===== src/rtl/burst_responder.sv =====
// burst_responder: target side of the start/size/data transfer interface.
// A one-cycle start with a non-zero word count opens a burst. Each word is accepted on
// data_valid && ready, written at the current address and queued in a small FIFO that a
// local consumer drains through rd_en/rd_data/rd_valid.
module burst_responder #(
    parameter int unsigned       DATA_W     = 8,
    parameter int unsigned       ADDR_W     = 8,
    parameter int unsigned       SIZE_W     = 4,
    parameter logic [ADDR_W-1:0] BASE_ADDR  = '0,
    parameter int unsigned       FIFO_DEPTH = 8,
    localparam int unsigned      LVL_W      = $clog2(FIFO_DEPTH) + 1
) (
    input  logic              clock,
    input  logic              reset,
    // initiator side
    input  logic              start,
    input  logic [SIZE_W-1:0] size,
    input  logic [DATA_W-1:0] data,
    input  logic              data_valid,
    output logic              ready,
    output logic [ADDR_W-1:0] address,
    output logic              busy,
    output logic              done,
    output logic              err,
    // local consumer side
    input  logic              rd_en,
    output logic [DATA_W-1:0] rd_data,
    output logic              rd_valid,
    output logic [LVL_W-1:0]  level
);

    localparam int unsigned PTR_W = $clog2(FIFO_DEPTH);

    localparam logic [LVL_W-1:0]  LVL_FULL = LVL_W'(FIFO_DEPTH);
    localparam logic [LVL_W-1:0]  LVL_ONE  = LVL_W'(1);
    localparam logic [SIZE_W-1:0] REM_ONE  = SIZE_W'(1);
    localparam logic [ADDR_W-1:0] ADDR_ONE = ADDR_W'(1);
    localparam logic [PTR_W-1:0]  PTR_ONE  = PTR_W'(1);

    localparam logic [0:0] ST_IDLE   = 1'b0;
    localparam logic [0:0] ST_ACTIVE = 1'b1;

    // ------------------------------------------------------------------
    // Burst control state
    // ------------------------------------------------------------------
    logic [0:0]        state_q, state_d;
    logic [ADDR_W-1:0] address_q, address_d;
    logic [SIZE_W-1:0] remaining_q, remaining_d;
    logic              done_q, done_d;
    logic              err_q, err_d;

    // ------------------------------------------------------------------
    // Capture FIFO state
    // ------------------------------------------------------------------
    logic [DATA_W-1:0] mem [FIFO_DEPTH];
    logic [PTR_W-1:0]  wr_ptr_q, wr_ptr_d;
    logic [PTR_W-1:0]  rd_ptr_q, rd_ptr_d;
    logic [LVL_W-1:0]  level_q, level_d;
    logic [DATA_W-1:0] rd_data_q, rd_data_d;
    logic              rd_valid_q;

    logic is_idle;
    logic is_active;
    logic accept;
    logic pop;
    logic start_ok;

    // Handshake decode shared by the FSM and the FIFO.
    always_comb begin
        is_idle   = (state_q == ST_IDLE);
        is_active = (state_q == ST_ACTIVE);
        // ready only depends on registered state, so it never loops through the initiator.
        ready     = is_active && (level_q < LVL_FULL);
        accept    = data_valid && ready;
        pop       = rd_en && (level_q != '0);
        start_ok  = is_idle && start && (size != '0);
    end

    // Burst FSM next state: start loads, each accept advances address and count.
    always_comb begin
        state_d     = state_q;
        address_d   = address_q;
        remaining_d = remaining_q;
        done_d      = 1'b0;

        unique case (state_q)
            ST_IDLE: begin
                if (start_ok) begin
                    state_d     = ST_ACTIVE;
                    remaining_d = size;
                    address_d   = BASE_ADDR;
                end
            end
            ST_ACTIVE: begin
                if (accept) begin
                    // Natural overflow of the ADDR_W-bit add gives the required wrap.
                    address_d   = address_q + ADDR_ONE;
                    remaining_d = remaining_q - REM_ONE;
                    if (remaining_q == REM_ONE) begin
                        state_d = ST_IDLE;
                        done_d  = 1'b1;
                    end
                end
            end
            default: begin
                state_d = ST_IDLE;
            end
        endcase
    end

    // Protocol error detection; reported as a registered one-cycle pulse.
    always_comb begin
        err_d = 1'b0;
        if (is_idle) begin
            // Zero-length start, or a data word offered outside a burst. A start that
            // coincides with data_valid is still taken, but the word is dropped and flagged.
            if ((start && (size == '0)) || data_valid) begin
                err_d = 1'b1;
            end
        end else if (start) begin
            // A start during a burst is ignored; the burst carries on.
            err_d = 1'b1;
        end
    end

    // Burst control registers.
    always_ff @(posedge clock or posedge reset) begin
        if (reset) begin
            state_q     <= ST_IDLE;
            address_q   <= BASE_ADDR;
            remaining_q <= '0;
            done_q      <= 1'b0;
            err_q       <= 1'b0;
        end else begin
            state_q     <= state_d;
            address_q   <= address_d;
            remaining_q <= remaining_d;
            done_q      <= done_d;
            err_q       <= err_d;
        end
    end

    // FIFO next state: pointers wrap on their own since the depth is a power of two.
    always_comb begin
        wr_ptr_d  = wr_ptr_q;
        rd_ptr_d  = rd_ptr_q;
        level_d   = level_q;
        rd_data_d = rd_data_q;

        if (accept) begin
            wr_ptr_d = wr_ptr_q + PTR_ONE;
        end
        if (pop) begin
            rd_ptr_d  = rd_ptr_q + PTR_ONE;
            rd_data_d = mem[rd_ptr_q];
        end

        unique case ({accept, pop})
            2'b10:   level_d = level_q + LVL_ONE;
            2'b01:   level_d = level_q - LVL_ONE;
            default: level_d = level_q;
        endcase
    end

    // FIFO storage; contents need no reset because level gates every read.
    always_ff @(posedge clock) begin
        if (accept) begin
            mem[wr_ptr_q] <= data;
        end
    end

    // FIFO pointers, occupancy and registered read port.
    always_ff @(posedge clock or posedge reset) begin
        if (reset) begin
            wr_ptr_q   <= '0;
            rd_ptr_q   <= '0;
            level_q    <= '0;
            rd_data_q  <= '0;
            rd_valid_q <= 1'b0;
        end else begin
            wr_ptr_q   <= wr_ptr_d;
            rd_ptr_q   <= rd_ptr_d;
            level_q    <= level_d;
            rd_data_q  <= rd_data_d;
            rd_valid_q <= pop;
        end
    end

    // Registered outputs.
    always_comb begin
        address  = address_q;
        busy     = is_active;
        done     = done_q;
        err      = err_q;
        rd_data  = rd_data_q;
        rd_valid = rd_valid_q;
        level    = level_q;
    end

endmodule


===== config.mk =====
export PLATFORM = sky130hd
export DESIGN_NAME = burst_responder
export DESIGN_NICKNAME = d
export VERILOG_FILES = /design/src/rtl/burst_responder.sv
export SDC_FILE = /design/constraint.sdc
export NUM_CORES = 1
export LEC_CHECK = 0
export ABC_AREA = 1
export CAP_MARGIN = 25
export CORE_MARGIN = 1
export CORE_UTILIZATION = 30
export DETAILED_ROUTE_END_ITERATION = 8
export SYNTH_ARGS = -nofsm -noshare
export SYNTH_HDL_FRONTEND = slang
export SYNTH_SLANG_ARGS = --single-unit

===== constraint.sdc =====
create_clock -name clock -period 2.2 [get_ports clock]
set_input_delay 0.33 -clock clock [delete_from_list [all_inputs] [get_ports clock]]
set_output_delay 0.33 -clock clock [all_outputs]
set_load 0.05 [all_outputs]

==> flow_summary_export.csv <==
group,metric,value,unit
run_status,outcome,"finished clean",
cells_and_area,layout.cells.most_common_list,"84 x sky130_fd_sc_hd__nor2_1, 64 x sky130_fd_sc_hd__edfxtp_1, 62 x sky130_fd_sc_hd__nand2_1",
global_route,grt_max_degree,35,
sta,largest_clock_skew_in_the_final_design,0.00670,ns
setup_path,crit_cells,1,
synth,synth-seq-area-share,65.2,%
sta,setup_total_negative_slack,0,ns
synth,synth.ff_latch_count,98,
global_route,number_of_global_route_vias_before_repair,2786,
setup_path,crit_slowest_cell,"sky130_fd_sc_hd__clkdlybuf4s50_1",
sta,finalCritPeriodShare,92.7,%
sta,setup-violations-final,0,
setup_path,worst_r2r_path_depth,11,
cells_and_area,layout.cells.most_common,"sky130_fd_sc_hd__nor2_1",
global_route,antenna_violations_before_repair,0,
sta,setup_repair_after_global_routing_missed_its_margin,"no",
cts,cts_tree,"yes",
cells_and_area,finished_layout_cells,645,
setup_path,timing.critical_path.cells,"clkdlybuf4s50_1",
detailed_routing,wl,8.74,mm
placed_design,placed_cells_incl_taps,629,
synth,post_synth_main_area_contributors,"sky130_fd_sc_hd__edfxtp_1 45%, sky130_fd_sc_hd__dfrtp_1 20%, sky130_fd_sc_hd__nor2_1 7.4%, sky130_fd_sc_hd__o21ai_0 5.6%, sky130_fd_sc_hd__nand2_1 5.5%",
die,rows,43,
die,initial_core_util,30.6,%
worst_hold_path,worstHoldPathType,"in -> async",
cts,cts_made_buffers,9,
die,die_y,121,um
sta,worst_slew_pin_slew,0.510,ns
sta,drv_slew,0,
sta,worst_slew_margin_rel,65.9,%
cts,tritoncts_num_sinks,98,
cts,number_of_h_tree_branching_levels,3,
pwr,power_per_cell_area,1400,nW/um2
cts,cts_repair_resize_count,0,
cts,clk-insertion-delay-late,0.34,ns
setup_path,path_class,"reg -> out",
synth,synth.yosys.warnings,0,
setup_path,cp_max_fo,5,
placed_design,dp.final_hpwl,6.02,mm
setup_path,critical_path.n_buffers_inverters,1,
synth,async_reset_ff_share,34.7,%
detailed_routing,detailedRoute.firstPassIterationCount,4,
global_route,grtUsageTotal,12.8,%
sta,hold_viol_final,0,
cells_and_area,utilization,37.7,%
cells_and_area,layout-area-overhead-vs-synth,23.0,%
synth,synth_top_area_cell,"sky130_fd_sc_hd__edfxtp_1",
sta,post-route-min-period,2.04,ns
cts,clk_pin_slew_worst_paths,0.07,ns
die,die-width,121,um
setup_path,arrival,1.71,ns
cells_and_area,post_route_cells_drive_above_1_share,9.89,%
cts,cts_max_path_buffers,2,
placed_design,buffer_ports.inserted,41,
setup_path,worstSetupEndpointType,"output port",
detailed_routing,drcViolationCount,0,
cells_and_area,finalNetCount,485,
synth,most_used_flip_flop_cell_after_synthesis,"sky130_fd_sc_hd__edfxtp_1",
setup_path,worstPathRequired,1.87,ns
detailed_routing,detail_route.iter0.violations,257,
setup_path,timing.critical_path.from_type,"register",
synth,synthesis.area,4250,um2
cts,cts_hold_buf,0,
synth,synth-edff-count,64,
cts,clockRootBuffer,"sky130_fd_sc_hd__clkbuf_16",
detailed_routing,route.antenna.remaining_nets,0,
die,fp.dieArea,14700,um2
pwr,p_leak,2.06,nW
global_route,residual_overflow_from_global_routing,0,
die,core,13900,um2
synth,synth_fp_nets,433,
setup_path,cpLargestDelayFamily,"buffers and inverters",
cells_and_area,antennaDiodeCount,0,
sta,achievable-frequency,490,MHz
setup_path,slowest_delay,0.86,ns
synth,avg_inst_size_synth,10.4,um2
flow_run,cap_violations,0,
synth,yosys.cell_types.count,29,
pwr,vdd.ir_drop.worst,0.545,mV
placed_design,gpl.final_weighted_congestion,0.796,
detailed_routing,routed_via_density,4.52,
detailed_routing,routed_vias,2913,
synth,synthesized_netlist_cell_count,408,
synth,netlist.area_leader.share,45.2,%
die,ioPinCount,42,
detailed_routing,detail_route.wl_per_cell,13.6,um
cts,cts_post_setup_buffers_inserted,0,
global_route,wire_length_of_the_first_global_routing_pass,14.2,mm
## through the flow
| stage | hold slack, ns | power [W] | cell area [um2] | setup slack, ns |
|---|---|---|---|---|
| floorplan | 0.429 | 0.00498 | 4270 | 0.0114 |
| global placement | 0.471 | 0.00583 | 4940 | 0.261 |
| detailed placement | 0.465 | 0.00590 | 4940 | 0.215 |
| CTS | 0.301 | 0.00741 | 5230 | 0.152 |
| global route | 0.329 | 0.00784 | 5230 | 0.106 |
| finish | 0.290 | 0.00735 | 5230 | 0.161 |
## logic make-up after synthesis
logic type	after synthesis	synth area share [%]
compound gates	56	6.74
xor+xnor	8	1.65
fa+ha+maj	8	2.35
buf+inv	42	4.38
flops	98	65.2
simple gates	196	19.7
## area by class of cell
type / instances / area (um2)
Fill cell: 1358 / 8650
Sequential cell: 98 / 2770
Multi-Input combinational cell: 268 / 1310
Timing Repair Buffer: 56 / 533
Clock buffer: 9 / 225
Tap cell: 180 / 225
Inverter: 27 / 103
Clock inverter: 7 / 61.3
## state kept, by name, summed over array words and instances (netlist names)
register / flops
address: 8
busy: 1
done: 1
err: 1
level: 4
mem: 64
rd_data: 8
rd_ptr_q: 3
rd_valid: 1
remaining_q: 4
wr_ptr_q: 3
## Yosys cell counts, drive strengths merged, types with 3 or more instances
master,number
o21ai,49
dfrtp,34
clkbuf,5
edfxtp,64
nor2,85
buf,10
xnor2,3
nand4,3
xor2,5
nand3,39
a21oi,5
ha,8
nand2,66
inv,25
## worst paths after layout
| path | start | to | slack (ns) |
|---|---|---|---|
| max in group asynchronous | reset | rd_data[0] | 1.41 |
| worst min-delay path | reset | address[3] | 0.29 |
| worst min register to register | rd_data[7] | rd_data[7] | 0.48 |
| min in group clock | rd_data[7] | rd_data[7] | 0.48 |
| worst max-delay path | level[3] | level[3] | 0.16 |
| worst max register to register | busy | level[2] | 0.31 |
## routing by layer
layer	share of wire (%)	GRT usage, %	up-vias
li1	-	-	1481
met1	48	17.0	1370
met2	47	20.1	49
met3	2.9	3.01	13
met4	2.2	4.94	0
met5	0	0	-
## power breakdown
| part | internal [W] | switching, W |
|---|---|---|
| Clock | 0.000789 | 0.000719 |
| Combinational | 0.00107 | 0.00209 |
| Sequential | 0.00237 | 0.000309 |
| Total | 0.00423 | 0.00312 |
Note: power is estimated with default switching activity, not from simulation.
